[src/rtl/dac_serial_receiver.sv]
// rtl/dac_serial_receiver.sv - serial DAC link receiver with frame deframing and DAC code latch
//
// Oversamples the DAC serial lines on fpgaClock, deframes MSB-first words of
// FRAME_BITS bits (control field followed by DATA_BITS data bits) and holds
// the latched DAC code.
// Optional feature: define DAC_RX_LDAC_EN to make dacValue load on the ldac
// falling edge instead of directly on frame acceptance.
//
// Ports:
//   fpgaClock      system clock (the only clock)
//   resetN         asynchronous active-low reset
//   dacSerialClock serial clock from transmitter (async)
//   syncDAC        frame select, active low (async)
//   dacDataIn      serial data (async)
//   ldac           load-DAC strobe, active low (async)
//   dacValue       DAC output register
//   dacCtrl        control field of the last accepted frame
//   frameValid     one-cycle pulse on an accepted frame
//   frameError     one-cycle pulse on a short or overrun frame
`timescale 1ns/1ps

module dac_serial_receiver #(
  parameter int FRAME_BITS  = 16,
  parameter int DATA_BITS   = 12,
  parameter int SYNC_STAGES = 2
) (
  input  logic                            fpgaClock,
  input  logic                            resetN,
  input  logic                            dacSerialClock,
  input  logic                            syncDAC,
  input  logic                            dacDataIn,
  input  logic                            ldac,
  output logic [DATA_BITS-1:0]            dacValue,
  output logic [FRAME_BITS-DATA_BITS-1:0] dacCtrl,
  output logic                            frameValid,
  output logic                            frameError
);

  localparam int CNT_W = $clog2(FRAME_BITS + 2);
  localparam logic [CNT_W-1:0] CNT_FULL = CNT_W'(FRAME_BITS);
  localparam logic [CNT_W-1:0] CNT_OVER = CNT_W'(FRAME_BITS + 1);

  typedef enum logic [1:0] {IDLE, SHIFT, DONE, ERR} state_t;

  state_t state, next_state;

  // Synchronizer chains reset to 0 so that a line held low across reset
  // (e.g. syncDAC mid-frame) never produces a spurious falling edge.
  logic [SYNC_STAGES-1:0] sclk_sr, sync_sr, data_sr;
  logic                   sclk_q, sync_q;
  logic                   sclk_s, sync_s, data_s;
  logic                   sclk_fall, sync_fall, sync_rise;

  logic [CNT_W-1:0]      cnt;
  logic [FRAME_BITS-1:0] shift_reg;
  logic [DATA_BITS-1:0]  in_reg;

  always_ff @(posedge fpgaClock or negedge resetN) begin
    if (!resetN) begin
      sclk_sr <= '0;
      sync_sr <= '0;
      data_sr <= '0;
      sclk_q  <= 1'b0;
      sync_q  <= 1'b0;
    end else begin
      sclk_sr <= {sclk_sr[SYNC_STAGES-2:0], dacSerialClock};
      sync_sr <= {sync_sr[SYNC_STAGES-2:0], syncDAC};
      data_sr <= {data_sr[SYNC_STAGES-2:0], dacDataIn};
      sclk_q  <= sclk_s;
      sync_q  <= sync_s;
    end
  end

  assign sclk_s    = sclk_sr[SYNC_STAGES-1];
  assign sync_s    = sync_sr[SYNC_STAGES-1];
  assign data_s    = data_sr[SYNC_STAGES-1];
  assign sclk_fall = sclk_q & ~sclk_s;
  assign sync_fall = sync_q & ~sync_s;
  assign sync_rise = ~sync_q & sync_s;

  always_ff @(posedge fpgaClock or negedge resetN) begin
    if (!resetN) begin
      state <= IDLE;
    end else begin
      state <= next_state;
    end
  end

  // ERR leaves once the synchronized select is high: for an abort that is
  // already true on entry, for an overrun it waits for the select to rise.
  always_comb begin
    next_state = state;
    unique case (state)
      IDLE:  if (sync_fall) next_state = SHIFT;
      SHIFT: begin
        if (sync_rise) begin
          next_state = (cnt == CNT_FULL) ? DONE : ERR;
        end else if (sclk_fall && (cnt >= CNT_FULL)) begin
          next_state = ERR;
        end
      end
      DONE:  next_state = IDLE;
      ERR:   if (sync_s) next_state = IDLE;
      default: next_state = IDLE;
    endcase
  end

  always_ff @(posedge fpgaClock or negedge resetN) begin
    if (!resetN) begin
      cnt        <= '0;
      shift_reg  <= '0;
      in_reg     <= '0;
      dacCtrl    <= '0;
      frameValid <= 1'b0;
      frameError <= 1'b0;
    end else begin
      frameValid <= 1'b0;
      frameError <= 1'b0;
      unique case (state)
        IDLE: begin
          if (sync_fall) cnt <= '0;
        end
        SHIFT: begin
          // An sclk edge coinciding with the select rising is dropped.
          if (!sync_rise && sclk_fall) begin
            if (cnt < CNT_FULL) begin
              shift_reg <= {shift_reg[FRAME_BITS-2:0], data_s};
              cnt       <= cnt + CNT_W'(1);
            end else begin
              cnt <= CNT_OVER;
            end
          end
        end
        DONE: begin
          in_reg     <= shift_reg[DATA_BITS-1:0];
          dacCtrl    <= shift_reg[FRAME_BITS-1:DATA_BITS];
          frameValid <= 1'b1;
        end
        ERR: begin
          if (sync_s) frameError <= 1'b1;
        end
        default: ;
      endcase
    end
  end

`ifdef DAC_RX_LDAC_EN
  logic [SYNC_STAGES-1:0] ldac_sr;
  logic                   ldac_q;
  logic                   ldac_s;
  logic                   ldac_fall;

  always_ff @(posedge fpgaClock or negedge resetN) begin
    if (!resetN) begin
      ldac_sr <= '0;
      ldac_q  <= 1'b0;
    end else begin
      ldac_sr <= {ldac_sr[SYNC_STAGES-2:0], ldac};
      ldac_q  <= ldac_s;
    end
  end

  assign ldac_s    = ldac_sr[SYNC_STAGES-1];
  assign ldac_fall = ldac_q & ~ldac_s;

  // A load strobe landing in DONE takes the frame being accepted, not the
  // stale input register.
  always_ff @(posedge fpgaClock or negedge resetN) begin
    if (!resetN) begin
      dacValue <= '0;
    end else if (ldac_fall) begin
      dacValue <= (state == DONE) ? shift_reg[DATA_BITS-1:0] : in_reg;
    end
  end
`else
  logic unused_ldac;
  assign unused_ldac = ldac;
  assign dacValue    = in_reg;
`endif

endmodule

[config.mk]
export PLATFORM = sky130hd
export DESIGN_NAME = dac_serial_receiver
export DESIGN_NICKNAME = d
export VERILOG_FILES = /design/src/rtl/dac_serial_receiver.sv
export SDC_FILE = /design/constraint.sdc
export NUM_CORES = 1
export LEC_CHECK = 0
export CORE_MARGIN = 4
export CORE_UTILIZATION = 29
export CTS_BUF_LIST = sky130_fd_sc_hd__clkbuf_4 sky130_fd_sc_hd__clkbuf_8 sky130_fd_sc_hd__clkbuf_16
export CTS_CLUSTER_DIAMETER = 50
export DETAILED_ROUTE_END_ITERATION = 10
export PLACE_DENSITY_LB_ADDON = 0.1
export SLEW_MARGIN = 20
export SYNTH_ARGS = -nofsm -noshare
export SYNTH_HDL_FRONTEND = slang
export SYNTH_SLANG_ARGS = --single-unit
[constraint.sdc]
create_clock -name fpgaClock -period 1.6 [get_ports fpgaClock]
set_input_delay 0.24 -clock fpgaClock [delete_from_list [all_inputs] [get_ports fpgaClock]]
set_output_delay 0.24 -clock fpgaClock [all_outputs]
set_load 0.02 [all_outputs]
==> impl_summary.txt <==
----------------------------------------------------
[Run status]
  Run status ... finished clean

[Logic synthesis]
  Area share of and/or/nand/nor cells after synthesis ... 0.0748
  Predominant post-synthesis flop cell ... sky130_fd_sc_hd__dfrtp_1
  Area fraction in compound gates after synthesis ... 0.0316
  EDFF count, synth ... 0
  Number of instances in the synthesized netlist ... 125
  Combinational family with the most area after synthesis ... multiplexers
  Share of cell area taken by muxes after synthesis ... 0.212
  Share of the synthesized netlist area taken by xor and xnor gates ... 0
  Distinct cell type count after synthesis ... 24
  Count of yosys warnings during synthesis ... 0
  Post-synthesis async set-or-reset flop share ... 1.00
  Syn_area_per_cell ... 15.5 um2
  Synthesized cell area ... 1940 um2
  Post-Syn Nets ... 133
  Number of synthesized register bits ... 49
  Sequential-to-total area share from yosys stat ... 0.632
  Fraction of the mapped netlist area in adder cells ... 0.0129

[Finish]
  Share of final-layout standard cells stronger than drive strength 1 ... 0.340
  Area occupied by registers ... 1230 um2
  Most common library cell in the layout ignoring fill and taps ... sky130_fd_sc_hd__dfrtp_1
  Layout Utilization ... 0.379
  Fillers ... roughly 610
  Final standard cell count with taps included and fillers excluded ... 239
  Number of flip-flops under the largest register name ... 16
  Number of antenna repair diodes ... 0
  Fin nets ... ~170
  Top library cells by usage in the layout, fill and taps aside ... 49 x sky130_fd_sc_hd__dfrtp_1, 24 x sky130_fd_sc_hd__mux2_2, 20 x sky130_fd_sc_hd__clkdlybuf4s50_1
  Area used by multi-input combinational logic ... 648 um2
  Layout-stage area growth over the synthesis result ... 25.4%

[Worst setup path]
  Source of the worst register-to-register timing path ... state[1]
  Worst R2R End ... shift_reg[13]
  Ordered list of cells on the worst path ... clkdlybuf4s50_1
  Cell with the biggest individual delay on the critical path ... sky130_fd_sc_hd__clkdlybuf4s50_1
  CP required ... 1.36 ns
  Kind of critical path ... flop to output port
  Data arrival time at the worst-slack endpoint ... 1.27 ns
  Kind of start point of the critical path ... flop
  Largest stage delay on the critical path ... 0.61 ns
  Count of cell instances traversed by the critical path ... 1
  Flop2flop setup slack ... ~0.09 ns
  Critical path endpoint category ... output port
  Top cell family by delay on the critical path ... buffers and inverters
  Register-to-Register Path Depth ... 3
  Critical path peak fanout ... 2
  Buf/Inv on CP ... 1

[Timing]
  Max Clk Rate ... 0.662 GHz
  Clock period minus final worst setup slack ... 1.51 ns
  Max_slew headroom ... 0.793
  Post-route clock period utilization ... 0.944
  RSZ-0062 raised after global routing ... true
  Worst-Margin Slew ... 0.310 ns
  Final setup slack of the worst path ... roughly 0.09 ns
  Count of pins over their slew limit ... 0
  Clock skew after layout ... 0.00612 ns
  Final hold vios ... 0
  Final setup violation count ... 0

[Clock network]
  Number of H-tree branching levels ... 2
  CTS clk-pin slew, worst paths ... 0.09 ns
  TritonCTS clock tree ... built
  Total CTS buffers ... 5
  Clock net sink count ... ~50
  CTS root buf ... sky130_fd_sc_hd__clkbuf_8
  Maximum number of buffers from clock root to sink ... 2
  Clock insertion delay at the later pin of the skew report ... 0.29 ns

[Die]
  Die height ... 89.8 um
  Number of cell rows ... 29
  Total Die Area ... 8060 um2
  Die X ... 89.8 um
  Top-level I/O count ... 24
  Placeable Area ... 6420 um2
  Initial Utilization ... 0.302

[Worst hold path]
  Class of the worst hold path ... flop to flop
  Hold endpoint ... data_sr[1]
  Hold Startpoint ... data_sr[0]
  Number of cells on the worst hold path ... 0

[Route]
  Length of the first detailed-routing pass in iterations ... 2
  DRC errors left ... 0
  Total vias in the final route ... 1085
  Wirelength, routed ... 3240 um
  Post-route ant nets ... 0
  DR WL/cell ... about 14 um
  Drt first-iter violations ... 13
  Via count normalized by instance count ... 4.54

[Placed design]
  Post-placement cell count ... 230
  Port buffer count ... 22
  Pre-CTS setup slack ... 0.0938 ns
  Final Wtd Congestion ... 0.756
  Sum of net half-perimeters after detailed placement ... 2220 um

[Job]
  Max-cap check violation count ... 0

[GRT]
  Vias in the first global route ... 1209
  Overall track demand over capacity in global routing ... 0.0889
  Overflow after GRT ... 0
  First-pass GRT wire length ... 5770 um
  Initial antenna violation count ... 0
  Largest net degree at the start of global routing ... 50

[Power]
  P_leak ... roughly 1.2 nW
  Largest vdd supply drop ... approximately 650 uV
  Power per Cell Area ... 1560 nW/um2

----------------------------------------------------
-- through the flow --
| step | hold WS, ns | setup TNS (ns) | cell area, um2 | power (mW) |
|---|---|---|---|---|
| after CTS | 0.356 | 0 | 2420 | 3.86 |
| after detailed placement | 0.251 | 0 | 2290 | 2.92 |
| final | 0.353 | 0 | 2430 | 3.80 |
| after floorplan | -0.0556 | 0 | 1940 | 2.49 |
| after global routing | 0.362 | -0.00769 | 2430 | 4.04 |
| after global placement | 0.244 | 0 | 2290 | 2.88 |
-- metal layers --
layer / track usage / routed length, um
met1: 0.112 / 1560
met2: 0.140 / 1510
met3: 0.0301 / 122
met4: 0.0383 / 48
met5: 0 / 0
-- area by class of cell --
cell class,count,area share
clock inverters,1,0.0123
well taps,77,0.0396
clock buffers,7,0.0370
inverters,5,0.00772
multi-input cells,66,0.266
flip-flops and latches,49,0.504
repair buffers,34,0.133
-- report_power, final --
part	internal (mW)	leakage, nW	total [mW]	switching (mW)
combinational	0.679	0.476	1.17	0.493
sequential	1.51	0.633	1.71	0.205
clock	0.527	0.0619	0.916	0.390
total	2.71	1.17	3.80	1.09
-- repair_timing --
item / in CTS / in global routing
endpoints found under the hold margin: 49 / 0
setup buffers: 0 / 0
gates resized for setup: 0 / 2
hold buffers: 1 / 0
setup endpoints to repair: 0 / 3
-- cell families after synthesis --
logic type / after synthesis
multiplexers: 34
adder cells (fa/ha/maj): 2
buffers and inverters: 10
flip-flops: 49
AO/OA/AOI/OAI: 8
AND/OR/NAND/NOR: 22
-- worst max path at each step --
stage / startpoint / end
floorplan: cnt[4] / shift_reg[0]
global placement: state[1] / shift_reg[15]
detailed placement: state[1] / shift_reg[14]
CTS: dacCtrl[2] / dacCtrl[2]
global route: state[0] / shift_reg[9]
finish: dacCtrl[0] / dacCtrl[0]
-- cells in the mapped netlist, types with 2 or more instances --
| cell | count | area share |
|---|---|---|
| sky130_fd_sc_hd__dfrtp_1 | 49 | 0.63 |
| sky130_fd_sc_hd__mux2_2 | 24 | 0.14 |
| sky130_fd_sc_hd__mux2_4 | 8 | 0.062 |
| sky130_fd_sc_hd__inv_1 | 5 | 0.0097 |
| sky130_fd_sc_hd__nand2_1 | 4 | 0.0077 |
| sky130_fd_sc_hd__a221o_1 | 3 | 0.015 |
| sky130_fd_sc_hd__and3_1 | 3 | 0.0097 |
| sky130_fd_sc_hd__nor2b_1 | 3 | 0.0097 |
| sky130_fd_sc_hd__a31oi_1 | 2 | 0.0065 |
| sky130_fd_sc_hd__buf_2 | 2 | 0.0052 |
| sky130_fd_sc_hd__buf_6 | 2 | 0.012 |
| sky130_fd_sc_hd__ha_1 | 2 | 0.013 |
| sky130_fd_sc_hd__mux2i_1 | 2 | 0.010 |
| sky130_fd_sc_hd__nand2b_1 | 2 | 0.0065 |
| sky130_fd_sc_hd__nand3_1 | 2 | 0.0052 |
| sky130_fd_sc_hd__nor2_1 | 2 | 0.0039 |
| sky130_fd_sc_hd__nor4b_1 | 2 | 0.0090 |
| sky130_fd_sc_hd__o21ai_0 | 2 | 0.0052 |
-- worst register-to-register path, stage by stage, from the launching register on --
cell                      delay, ns
sky130_fd_sc_hd__dfrtp_1       0.44
sky130_fd_sc_hd__nor3b_4       0.21
sky130_fd_sc_hd__and3_4        0.37
sky130_fd_sc_hd__mux2_2        0.37
No activity file was read; power rests on OpenSTA's default activity.
